--- config.mk ---
export PLATFORM = sky130hd
export DESIGN_NAME = pong_tile_scanner
export DESIGN_NICKNAME = d
export VERILOG_FILES = /design/src/rtl/pong_tile_scanner.sv
export SDC_FILE = /design/constraint.sdc
export NUM_CORES = 1
export LEC_CHECK = 0
export ABC_AREA = 1
export BUFFER_PORTS_ARGS = -buffer_cell sky130_fd_sc_hd__buf_2
export CELL_PAD_IN_SITES_DETAIL_PLACEMENT = 2
export CELL_PAD_IN_SITES_GLOBAL_PLACEMENT = 2
export CORE_MARGIN = 1
export CORE_UTILIZATION = 29
export DETAILED_ROUTE_END_ITERATION = 7
export GPL_TIMING_DRIVEN = 0
export PLACE_DENSITY_LB_ADDON = 0.1
export SYNTH_ARGS = -nofsm -noshare
export SYNTH_HDL_FRONTEND = slang
export SYNTH_SLANG_ARGS = --single-unit
--- constraint.sdc ---
create_clock -name i_clk -period 1.6 [get_ports i_clk]
set_clock_uncertainty 0.2 [all_clocks]
set_input_delay 0.4 -clock i_clk [delete_from_list [all_inputs] [get_ports i_clk]]
set_output_delay 0.4 -clock i_clk [all_outputs]
set_load 0.03 [all_outputs]
--- src/rtl/pong_tile_scanner.sv ---
// VGA raster scanner for a tile-based Pong: generates the game-grid coordinate of
// the current pixel and turns the objects' registered draw flag into sync-aligned RGB.
module pong_tile_scanner #(
    parameter int         H_ACTIVE   = 640,
    parameter int         H_TOTAL    = 800,
    parameter int         H_FRONT    = 16,
    parameter int         H_SYNC     = 96,
    parameter int         V_ACTIVE   = 480,
    parameter int         V_TOTAL    = 525,
    parameter int         V_FRONT    = 10,
    parameter int         V_SYNC     = 2,
    parameter int         TILE_SHIFT = 4,
    parameter logic [8:0] FG_COLOR   = 9'h1FF
) (
    input  logic       i_clk,
    input  logic       i_reset,
    input  logic       i_draw,
    output logic [5:0] o_col,
    output logic [5:0] o_row,
    output logic       o_hsync,
    output logic       o_vsync,
    output logic [2:0] o_red,
    output logic [2:0] o_green,
    output logic [2:0] o_blue,
    output logic       o_frame_start
);

    localparam logic [9:0] H_ACT_END    = 10'(H_ACTIVE);
    localparam logic [9:0] H_LAST       = 10'(H_TOTAL - 1);
    localparam logic [9:0] H_SYNC_START = 10'(H_ACTIVE + H_FRONT);
    localparam logic [9:0] H_SYNC_END   = 10'(H_ACTIVE + H_FRONT + H_SYNC);
    localparam logic [9:0] V_ACT_END    = 10'(V_ACTIVE);
    localparam logic [9:0] V_LAST       = 10'(V_TOTAL - 1);
    localparam logic [9:0] V_SYNC_START = 10'(V_ACTIVE + V_FRONT);
    localparam logic [9:0] V_SYNC_END   = 10'(V_ACTIVE + V_FRONT + V_SYNC);

    // Stage 0: raster counters
    logic [9:0] r_h_cnt;
    logic [9:0] r_v_cnt;

    // Stage 1: raster attributes, aligned with the objects' registered i_draw
    logic       r_s1_active;
    logic       r_s1_hsync;
    logic       r_s1_vsync;

    // Stage 2: pin registers
    logic [8:0] r_rgb;
    logic       r_hsync;
    logic       r_vsync;
    logic       r_frame_start;

    logic       w_h_wrap;
    logic       w_v_wrap;
    logic       w_active;
    logic       w_hsync_raw;
    logic       w_vsync_raw;
    logic [5:0] w_col;
    logic [5:0] w_row;
    logic [8:0] w_rgb_next;

    assign w_h_wrap    = (r_h_cnt == H_LAST);
    assign w_v_wrap    = (r_v_cnt == V_LAST);
    assign w_active    = (r_h_cnt < H_ACT_END) && (r_v_cnt < V_ACT_END);
    assign w_hsync_raw = !((r_h_cnt >= H_SYNC_START) && (r_h_cnt < H_SYNC_END));
    assign w_vsync_raw = !((r_v_cnt >= V_SYNC_START) && (r_v_cnt < V_SYNC_END));

    always_ff @(posedge i_clk) begin
        if (i_reset) begin
            r_h_cnt <= '0;
            r_v_cnt <= '0;
        end else begin
            // NOTE: state registers use non-blocking assignments so every flop
            // samples pre-edge values and simulation matches the synthesized netlist.
            r_h_cnt <= w_h_wrap ? '0 : r_h_cnt + 10'd1;
            if (w_h_wrap) begin
                r_v_cnt <= w_v_wrap ? '0 : r_v_cnt + 10'd1;
            end
        end
    end

    // 6'h3F during blanking guarantees no object can match a blank pixel.
    always_comb begin
        // NOTE: every combinational output gets a default first, so no path
        // through the block leaves it unassigned and no latch is inferred.
        w_col = 6'h3F;
        w_row = 6'h3F;
        if (w_active) begin
            w_col = 6'(r_h_cnt >> TILE_SHIFT);
            w_row = 6'(r_v_cnt >> TILE_SHIFT);
        end
    end

    assign w_rgb_next = (r_s1_active && i_draw) ? FG_COLOR : 9'd0;

    always_ff @(posedge i_clk) begin
        if (i_reset) begin
            r_s1_active   <= 1'b0;
            r_s1_hsync    <= 1'b1;
            r_s1_vsync    <= 1'b1;
            r_rgb         <= '0;
            r_hsync       <= 1'b1;
            r_vsync       <= 1'b1;
            r_frame_start <= 1'b0;
        end else begin
            r_s1_active   <= w_active;
            r_s1_hsync    <= w_hsync_raw;
            r_s1_vsync    <= w_vsync_raw;
            r_rgb         <= w_rgb_next;
            r_hsync       <= r_s1_hsync;
            r_vsync       <= r_s1_vsync;
            r_frame_start <= w_h_wrap && w_v_wrap;
        end
    end

    assign o_col         = w_col;
    assign o_row         = w_row;
    assign o_hsync       = r_hsync;
    assign o_vsync       = r_vsync;
    assign o_red         = r_rgb[8:6];
    assign o_green       = r_rgb[5:3];
    assign o_blue        = r_rgb[2:0];
    assign o_frame_start = r_frame_start;

endmodule

### Word level (Yosys, flattened, before mapping)

Index checks and enable logic that the tools add are counted.

| cells by class | value |
|---|---|
| reductions and logical operators | 8 |
| $add $sub $neg | 2 |
| muxes and demuxes | 4 |
| eq/ne operators | 2 |
| order comparisons | 6 |

Operators by type and width:

| cell | number |
|---|---|
| adder 10 x 1 -> 10 bit, second input constant | 2 |
| equality test 10 bit, second input constant | 2 |
| < comparator 10 bit, second input constant | 2 |
| < comparator 10 x 9 -> 1 bit, second input constant | 2 |
| two-way mux 6 bit | 2 |
| >= comparator 10 bit, second input constant | 1 |
| >= comparator 10 x 9 -> 1 bit, second input constant | 1 |
| two-way mux 10 bit | 1 |
| two-way mux 9 bit | 1 |
| logical AND 1 bit | 5 |
| zero test 1 bit | 2 |
| OR reduction 2 bit | 1 |

| storage, ports and cells | value |
|---|---|
| output and inout bits | 24 |
| register bits | 35 |
| bits of input ports | 3 |

### Depth between registers and ports, before layout

Gate-level depths: netlist (run 1).

| logic depth | value |
|---|---|
| depth in word-level cells | 3 |
| depth in mapped cells | 9 |
| gate-level depth less buffers | 8 |

### Worst setup path before layout (run 1)

No wires, ideal clock.

| timing | value |
|---|---|
| kind | reg2out |
| from | reg r_v_cnt[6] |
| to | out o_col[0] |
| buffers on the path | 0 |
| arrival time | 1.348 ns |
| cell stages (with the launch flop) | 7 |
| setup slack | -0.348 ns |
| required time | 1.000 ns |
| cells stage by stage | dfxtp_1 > nand4_1 > inv_1 > nor2_1 > nand3_1 > inv_2 > nand2_1 |

| between the ends | value |
|---|---|
| word-level cells in the longest chain between the ends | 3 |

Ends and longest elaborated chain:

| what | RTL line | source |
|---|---|---|
| start, declared | 39 | `logic [9:0] r_v_cnt;` |
| start signal, assigned | 76 | `r_v_cnt <= w_v_wrap ? '0 : r_v_cnt + 10'd1;` |
| < comparator 10 x 9 -> 1 bit | 63 | `assign w_active = (r_h_cnt < H_ACT_END) && (r_v_cnt < V_ACT_END);` |
| logical AND 1 bit | 63 |  |
| two-way mux 6 bit | 87 | `if (w_active) begin` |
| end, declared | 18 | `output logic [5:0] o_col,` |

No other way between the ends.

### Worst setup path in the final report (run 1)

| timing | value |
|---|---|
| from | reg r_v_cnt[5] |
| to | out o_row[2] |

| between the ends | value |
|---|---|
| word-level cells in the longest chain between the ends | 3 |

Ends and longest elaborated chain:

| what | RTL line | source |
|---|---|---|
| < comparator 10 x 9 -> 1 bit | 63 |  |
| logical AND 1 bit | 63 |  |
| two-way mux 6 bit | 87 |  |
| end, declared | 19 | `output logic [5:0] o_row,` |

No other way between the ends.

==> results.txt, run 1 <==
* Result of the run: finished with violations
* Violations in the final reports: negative setup slack
* Startpoint types: register
- Counting I/O delays and the setup requirement, the final critical path takes 2034 ps.
- Clock insertion delay at the later pin of the skew report: 280 ps
* Number of iterations in the first detailed-routing pass: 4
* Slowest cell on the critical path: sky130_fd_sc_hd__dfxtp_4
- Startpoint-to-endpoint class of the critical path: reg -> out
- Site Rows: 25
- Total of fill cells in the finished design: 528
- Final setup vio count: 16
- The initial utilization of the core area, before any placement, comes to 0.3009.
- Global-route congestion overflow total: 0
* Wire length of the first global-routing pass: 7665 microns
* Cell chain of the critical path: nand4_1 > inv_2 > nor2_4 > nand3_4 > inv_8 > nand2_2 > buf_6
- Worst endpoint required time: 1000 ps
* Post-synthesis net count: 217
- Initial antenna violation count: 0
* Final hold slack: 160.9 ps
* Core ar.: 4723 sq um
- Final routed wirelength across all metal layers: 5046 microns
* Post-DP HPWL: 3277 microns
* Post-placement worst setup slack: -282.9 ps
- Number of buffers inserted during clock tree synthesis: 3
- The top cell types in the final layout, fill and taps aside, are sky130_fd_sc_hd__nand2_1 (33), sky130_fd_sc_hd__inv_1 (32), sky130_fd_sc_hd__buf_6 (28).
* Die outline area: 5185 sq um
* FMAX: 491.7 MHz
- Average footprint of a synthesized cell: 6.768 sq um
* Type of the most critical hold path: in -> reg
- # IOs: 27
- For this run, the register share of the synthesized area comes to 0.3803.
* Total global-route track usage: 0.1908
- Measured along the x axis, the die boundary spans 72.01 microns.
- STA classifies the critical path endpoint as an output pin.
- Max-cap violations in this run came to 0.
- Depth of the CTS H-tree: 1
* Area grow syn2layout: 52.82%
* Worst slew pin tran: 408.6 ps
* Slew headroom: 0.7259
- CTS saw 27 sinks.
- Peak VDD IR: 0.3065 mV
- The number of hold buffers added after CTS was 0.
- Synthesized flop and latch total: 27
- After the first detailed-routing iteration, the DRC count stood at 54.
* Maximum fanout count along the critical path: 5
- Number of endpoints with negative hold slack in the final report: 0
- Entering global routing, the biggest net connects 15 pins.
- Per-cell via count in the routed design: 4.732
* Setup repair after global routing missed its margin: true
- The cell area that synthesis handed to floorplanning was 1421 sq um.
- Yosys Warn Count: 0
- In this run the remaining antenna-violating nets after routing total 0.
- Max-slew violation count: 0
* Count of vias placed by the detailed router: 1538
- DR WL/cell: 15.53 microns
- After detailed routing, the number of remaining DRC violations is 0.
* Crit path setup slack, layout: -433.6 ps
- Static Leakage: 0.9817 nW
* Clock transition at the registers of the reported paths: 100 ps
* Gate count of the mapped netlist: 210
* Most common cell after layout, fill and taps aside: sky130_fd_sc_hd__nand2_1
- In the final design database the tool counted 266 nets.
- Post-Route Setup TNS: -5033 ps
- Measured along the y axis, the die boundary spans 72.01 microns.
- Data arrives at the worst endpoint at 1430 ps.
* Overall power consumption: 1.191 mW
- In the final layout, the share of cells above drive strength 1 is 0.4147.
- Final worst path period share: 1.271
* Stage delay of the slowest cell on the critical path: 360 ps
* TritonCTS clock tree: yes
- The root buffer cell chosen for the clock tree is sky130_fd_sc_hd__clkbuf_8.
- The number of global-route vias before repair is 1542.
* Post-synthesis cell type count: 26
* Antenna fix cells: 0
- Pwr dens: 548.4 nW/um^2
* Port Buffers: 25
* Maximum number of buffers from clock root to sink: 2
* Final GP Congestion: 0.7422
[flip-flops by register name, indices dropped and copies added, names as in the netlist]
| register | cells |
|---|---|
| r_v_cnt | 10 |
| o_hsync | 1 |
| r_s1_hsync | 1 |
| r_s1_active | 1 |
| o_frame_start | 1 |
| r_h_cnt | 10 |
| r_s1_vsync | 1 |
| r_rgb | 1 |
| o_vsync | 1 |
[Yosys cell counts]
cell	count	area, sq um
sky130_fd_sc_hd__nor2_1	29	108.9
sky130_fd_sc_hd__buf_2	1	5.000
sky130_fd_sc_hd__buf_4	8	60.06
sky130_fd_sc_hd__or2_2	2	12.51
sky130_fd_sc_hd__dfxtp_1	27	540.5
sky130_fd_sc_hd__nand3_1	19	95.09
sky130_fd_sc_hd__o21ai_0	3	15.01
sky130_fd_sc_hd__nor2_2	4	25.02
sky130_fd_sc_hd__nand4_1	6	37.54
sky130_fd_sc_hd__buf_6	1	11.26
sky130_fd_sc_hd__o21ai_1	1	5.000
sky130_fd_sc_hd__o21bai_1	1	7.510
sky130_fd_sc_hd__nor4_1	1	6.260
sky130_fd_sc_hd__nand2_2	3	18.77
sky130_fd_sc_hd__inv_1	33	123.9
sky130_fd_sc_hd__o211ai_1	1	7.510
sky130_fd_sc_hd__xor2_1	3	26.28
sky130_fd_sc_hd__clkinv_1	1	3.750
sky130_fd_sc_hd__nand3_2	1	10.01
sky130_fd_sc_hd__ha_1	4	50.05
sky130_fd_sc_hd__nor3_1	2	10.01
sky130_fd_sc_hd__inv_2	1	3.750
sky130_fd_sc_hd__nor3b_1	1	7.510
sky130_fd_sc_hd__a21oi_1	8	40.04
sky130_fd_sc_hd__nand2_1	48	180.2
sky130_fd_sc_hd__o211a_1	1	10.01
[cell type report]
type	count	area, sq um	share of cell area
sequential	27	570.5	0.2627
inverter	35	138.9	0.06394
buffer	10	95.09	0.04378
multi-input combinational	139	847.1	0.3900
timing repair inverter	1	11.26	0.005184
clock buffer	4	45.04	0.02074
timing repair buffer	42	380.4	0.1751
tap	67	83.83	0.03859
[kinds of logic after synthesis]
group           after synthesis  share of synthesized area
buf+inv                      45                     0.1461
simple gates                116                     0.3600
xor+xnor                      3                    0.01849
compound gates               15                    0.05986
fa+ha+maj                     4                    0.03521
flops                        27                     0.3803
[final timing paths]
path / startpoint / endpoint / slack [ps] / cells past startpoint
worst min register to register: r_s1_hsync / o_hsync / 240 / 1
worst min-delay path: i_draw / r_rgb[7] / 160 / 3
worst max register to register: r_v_cnt[2] / r_v_cnt[9] / 20 / 7
worst max-delay path: r_v_cnt[5] / o_row[2] / -430 / 7
[per-stage QoR]
stage / utilization / area (sq um) / std cells
floorplan: - / 1474 / 210
global placement: 0.3563 / 1683 / 302
detailed placement: 0.3563 / 1683 / 302
CTS: 0.4119 / 1946 / 315
global route: 0.4599 / 2172 / 325
finish: 0.4599 / 2172 / 325
[where the power goes]
| part | leakage, nW | switching (mW) | total, mW | internal (mW) |
|---|---|---|---|---|
| Sequential | 0.225 | 0.0111 | 0.684 | 0.673 |
| Combinational | 0.734 | 0.0553 | 0.0981 | 0.0428 |
| Clock | 0.0228 | 0.230 | 0.410 | 0.179 |
[per-layer routing]
| layer | GRT usage | routed length [microns] | up-vias |
|---|---|---|---|
| met4 | 0.05229 | 67 | 0 |
| met2 | 0.3386 | 2576 | 32 |
| li1 | - | - | 748 |
| met5 | 0 | 0 | - |
| met3 | 0.02361 | 155 | 7 |
| met1 | 0.2434 | 2246 | 751 |
[critical path: cells and delay by family, from the launching register on]
| kind | cells | cell delay (ps) |
|---|---|---|
| buffers and inverters | 3 | 340 |
| flip-flops | 1 | 360 |
| AND/OR/NAND/NOR | 4 | 450 |
[repair_timing]
| item | 4_1_cts | 5_1_grt |
|---|---|---|
| setup buffers | 7 | 9 |
| endpoints found under the hold margin | 0 | 0 |
| setup endpoints to repair | 41 | 38 |
| resized for setup | 55 | 45 |
| pin swaps | 6 | 3 |
| gates cloned | 2 | 1 |
(Power assumes the default switching activity.)
==> run 2: changes to the inputs <==
Settings changed: TNS_END_PERCENT set to 1.
==> run 2 against run 1 <==
Compared with the run above:
- the flow still finishes with violations (negative setup slack)
- sequential share of layout area up 3.1 points
- worst setup slack worse by 0.54 ps
- wire length down 12%
- sequential cell count unchanged
- clock-buffer cell count unchanged
- core utilization down 5.4 points
- clock power up 2%
- critical path type unchanged
- highest routed layer unchanged
==> results.txt, run 2 (synthesis results as in run 1) <==
- Result of the run: finished with violations (unchanged)
- Violations in the final reports: negative setup slack (unchanged).
* Final GP Congestion: 0.7422 (unchanged)
- The worst voltage drop across the vdd grid came to 0.3055 mV (was 0.3065 mV).
- Critical path capture point type: output pin (unchanged)
* Worst endpoint required time: 1000 ps (about the same)
- Total of max-cap violations: 0 (unchanged)
- Most used cells in the layout excluding fill and tap cells: sky130_fd_sc_hd__nand2_1 (35), sky130_fd_sc_hd__inv_1 (32), sky130_fd_sc_hd__nor2_1 (23) (was sky130_fd_sc_hd__nand2_1 (33), sky130_fd_sc_hd__inv_1 (32), sky130_fd_sc_hd__buf_6 (28))
- The half-perimeter wire length after placement was 3277 microns (unchanged).
* Clock insertion delay at the later pin of the skew report: 280 ps (about the same)
* Registers with the most flip-flops: r_h_cnt x10, r_v_cnt x10 (unchanged)
- Count of vias placed by the detailed router: 1425 (was 1538)
- Worst hold start: i_draw (unchanged)
- The instance count after placement with tap cells included is 302 (unchanged).
* Capture instance of the worst register-to-register path: r_v_cnt[6] (was r_v_cnt[9])
- Pwr dens: 617.0 nW/um^2 (was 548.4 nW/um^2)
- Clock transition at the registers of the reported paths: 100 ps (about the same)
- The final setup violation count came to 18 (was 16).
* FMAX: 491.6 MHz (was 491.7 MHz)
- Wire length of the first global-routing pass: 7424 microns (was 7665 microns)
- The final hold violation count came to 0 (unchanged).
- The smallest setup slack after layout is -434.1 ps (was -433.6 ps).
- The synthesis-to-finish area growth came to 34.77% (was 52.82%).
- R2r startpoint: r_h_cnt[8] (was r_v_cnt[2])
- Per-cell via count in the routed design: 4.612 (was 4.732)
- The TritonCTS clock tree is yes (unchanged).
- The number of antenna-violating nets in the routed design is 0 (unchanged).
* Arrival time reported for the critical path endpoint: 1430 ps (about the same)
* Final hold slack: 121.4 ps (was 160.9 ps)
* Startpoint-to-endpoint class of the critical path: reg -> out (unchanged)
- Depth of the CTS H-tree: 1 (unchanged)
* Antenna fix cells: 0 (unchanged)
* Die Span Y: 72.01 microns (unchanged)
- Maximum fanout count along the critical path: 5 (unchanged)
- Share of post-route cells with drive strength above 1: 0.3554 (was 0.4147)
- The leading cell type in the layout, fill and taps excluded is sky130_fd_sc_hd__nand2_1 (unchanged).
- Starting DRC count in detailed routing: 61 (was 54)
- Overall die width: 72.01 microns (unchanged)
- The routed wire length came to 4417 microns (was 5046 microns).
* Port Buffers: 25 (unchanged)
- The pin count of the biggest net entering global routing came to 15 (unchanged).
* Total global-route track usage: 0.1855 (was 0.1908)
- DR WL/cell: 14.29 microns (was 15.53 microns)
* Clock sink total: 27 (unchanged)
* Termination of the worst setup path: o_row[2] (unchanged)
* Launch point of the worst path: r_v_cnt[6] (was r_v_cnt[5])
- The length in cells of the worst reg-to-reg path is 8 (was 7).
- Maximum number of buffers from clock root to sink: 2 (unchanged)
* Slew headroom: 0.7180 (was 0.7259)
- The final critical delay including setup and external delays was 2034 ps (about the same).
* Number of iterations in the first detailed-routing pass: 4 (unchanged)
- The launching element type of the critical path is a register (unchanged).
- The total number of nets in the final design is 250 (was 266).
- Vias in the first global route: 1494 (was 1542)
- Core ar.: 4723 sq um (unchanged)
* Type of the most critical hold path: in -> reg (unchanged)
- The number of primary I/O pins was 27 (unchanged).
- The number of remaining DRC errors was 0 (unchanged).
- The total CTS buffers was 3 (unchanged).
- The portion of the clock cycle consumed by the worst path in the final layout is 1.271 (about the same).
* Initial antenna violation count: 0 (unchanged)
- The slew at the pin closest to its max-slew limit came to 419.2 ps (was 408.6 ps).
- The max-slew violation count came to 0 (unchanged).
* Non-filler instance count after layout: 309 (was 325)
- Die outline area: 5185 sq um (unchanged)
- Post-placement worst setup slack: -282.9 ps (unchanged)
- The root cell of the clock tree was sky130_fd_sc_hd__clkbuf_8 (unchanged).
* R2R setup slack: -30 ps (was 20 ps)
- The total of hold buffers inserted after clock tree synthesis was 0 (unchanged).
- Static Leakage: 0.8613 nW (was 0.9817 nW)
- The placement row count is 25 (unchanged).
- Starting density of the core: 0.3009 (unchanged)
- Overall power consumption: 1.182 mW (was 1.191 mW)
- Global-route congestion overflow total: 0 (unchanged)
- The fraction of the core area covered by cells at the end of the flow came to 0.4056 (was 0.4599).
- Setup repair after global routing missed its margin: true (unchanged)
## run 2: power by group
group          internal, mW  total, mW  switching (mW)
logic                0.0305     0.0791          0.0486
registers             0.676      0.686         0.00993
clock network         0.179      0.417           0.237
total                 0.886       1.18           0.296
## run 2: worst min-delay path by stage
stage               slack, ps  cells past startpoint  endpoint
finish                    120                      3  r_rgb[7]
global route              140                      3  r_rgb[7]
CTS                       130                      3  r_rgb[7]
detailed placement        200                      1   o_vsync
global placement          200                      1   o_hsync
floorplan                 190                      1   o_hsync
## run 2: per-stage QoR
step | TNS, ps | instance area [sq um]
5_1_grt | -6784 | 1916
2_1_floorplan | -756.2 | 1474
4_1_cts | -5028 | 1886
6_report | -4915 | 1916
3_3_place_gp | -5377 | 1683
3_5_place_dp | -5749 | 1683
## run 2: timing repair
item                                    4_1_cts  5_1_grt
pin swaps                                     3        1
gates resized for setup                      49       11
endpoints found under the hold margin         0        0
buffers inserted                              2        0
gates cloned                                  1        0
endpoints found under the setup margin       41       38
## run 2: metal layers
metal | GRT usage | vias up | share of wire
met1 | 0.2332 | 679 | 0.46
met2 | 0.3323 | 30 | 0.50
met4 | 0.05229 | 0 | 0.011
met3 | 0.02361 | 5 | 0.035
met5 | 0 | - | 0
li1 | - | 711 | -
## run 2: layout make-up
cell class	instances	area (sq um)
buffer	10	76.32
fill	545	2808
timing repair inverter	1	11.26
timing repair buffer	27	224.0
multi-input combinational	138	773.2
sequential	27	563.0
tap	67	83.83
clock buffer	4	45.04
inverter	35	138.9
## run 2: worst max-delay path, stage by stage (launching register included)
cell and delay (ps):
sky130_fd_sc_hd__dfxtp_4 360, sky130_fd_sc_hd__nand4_1 130, sky130_fd_sc_hd__inv_2 70, sky130_fd_sc_hd__nor2_4 110
sky130_fd_sc_hd__nand3_4 160, sky130_fd_sc_hd__inv_8 130, sky130_fd_sc_hd__nand2_2 60, sky130_fd_sc_hd__buf_6 130
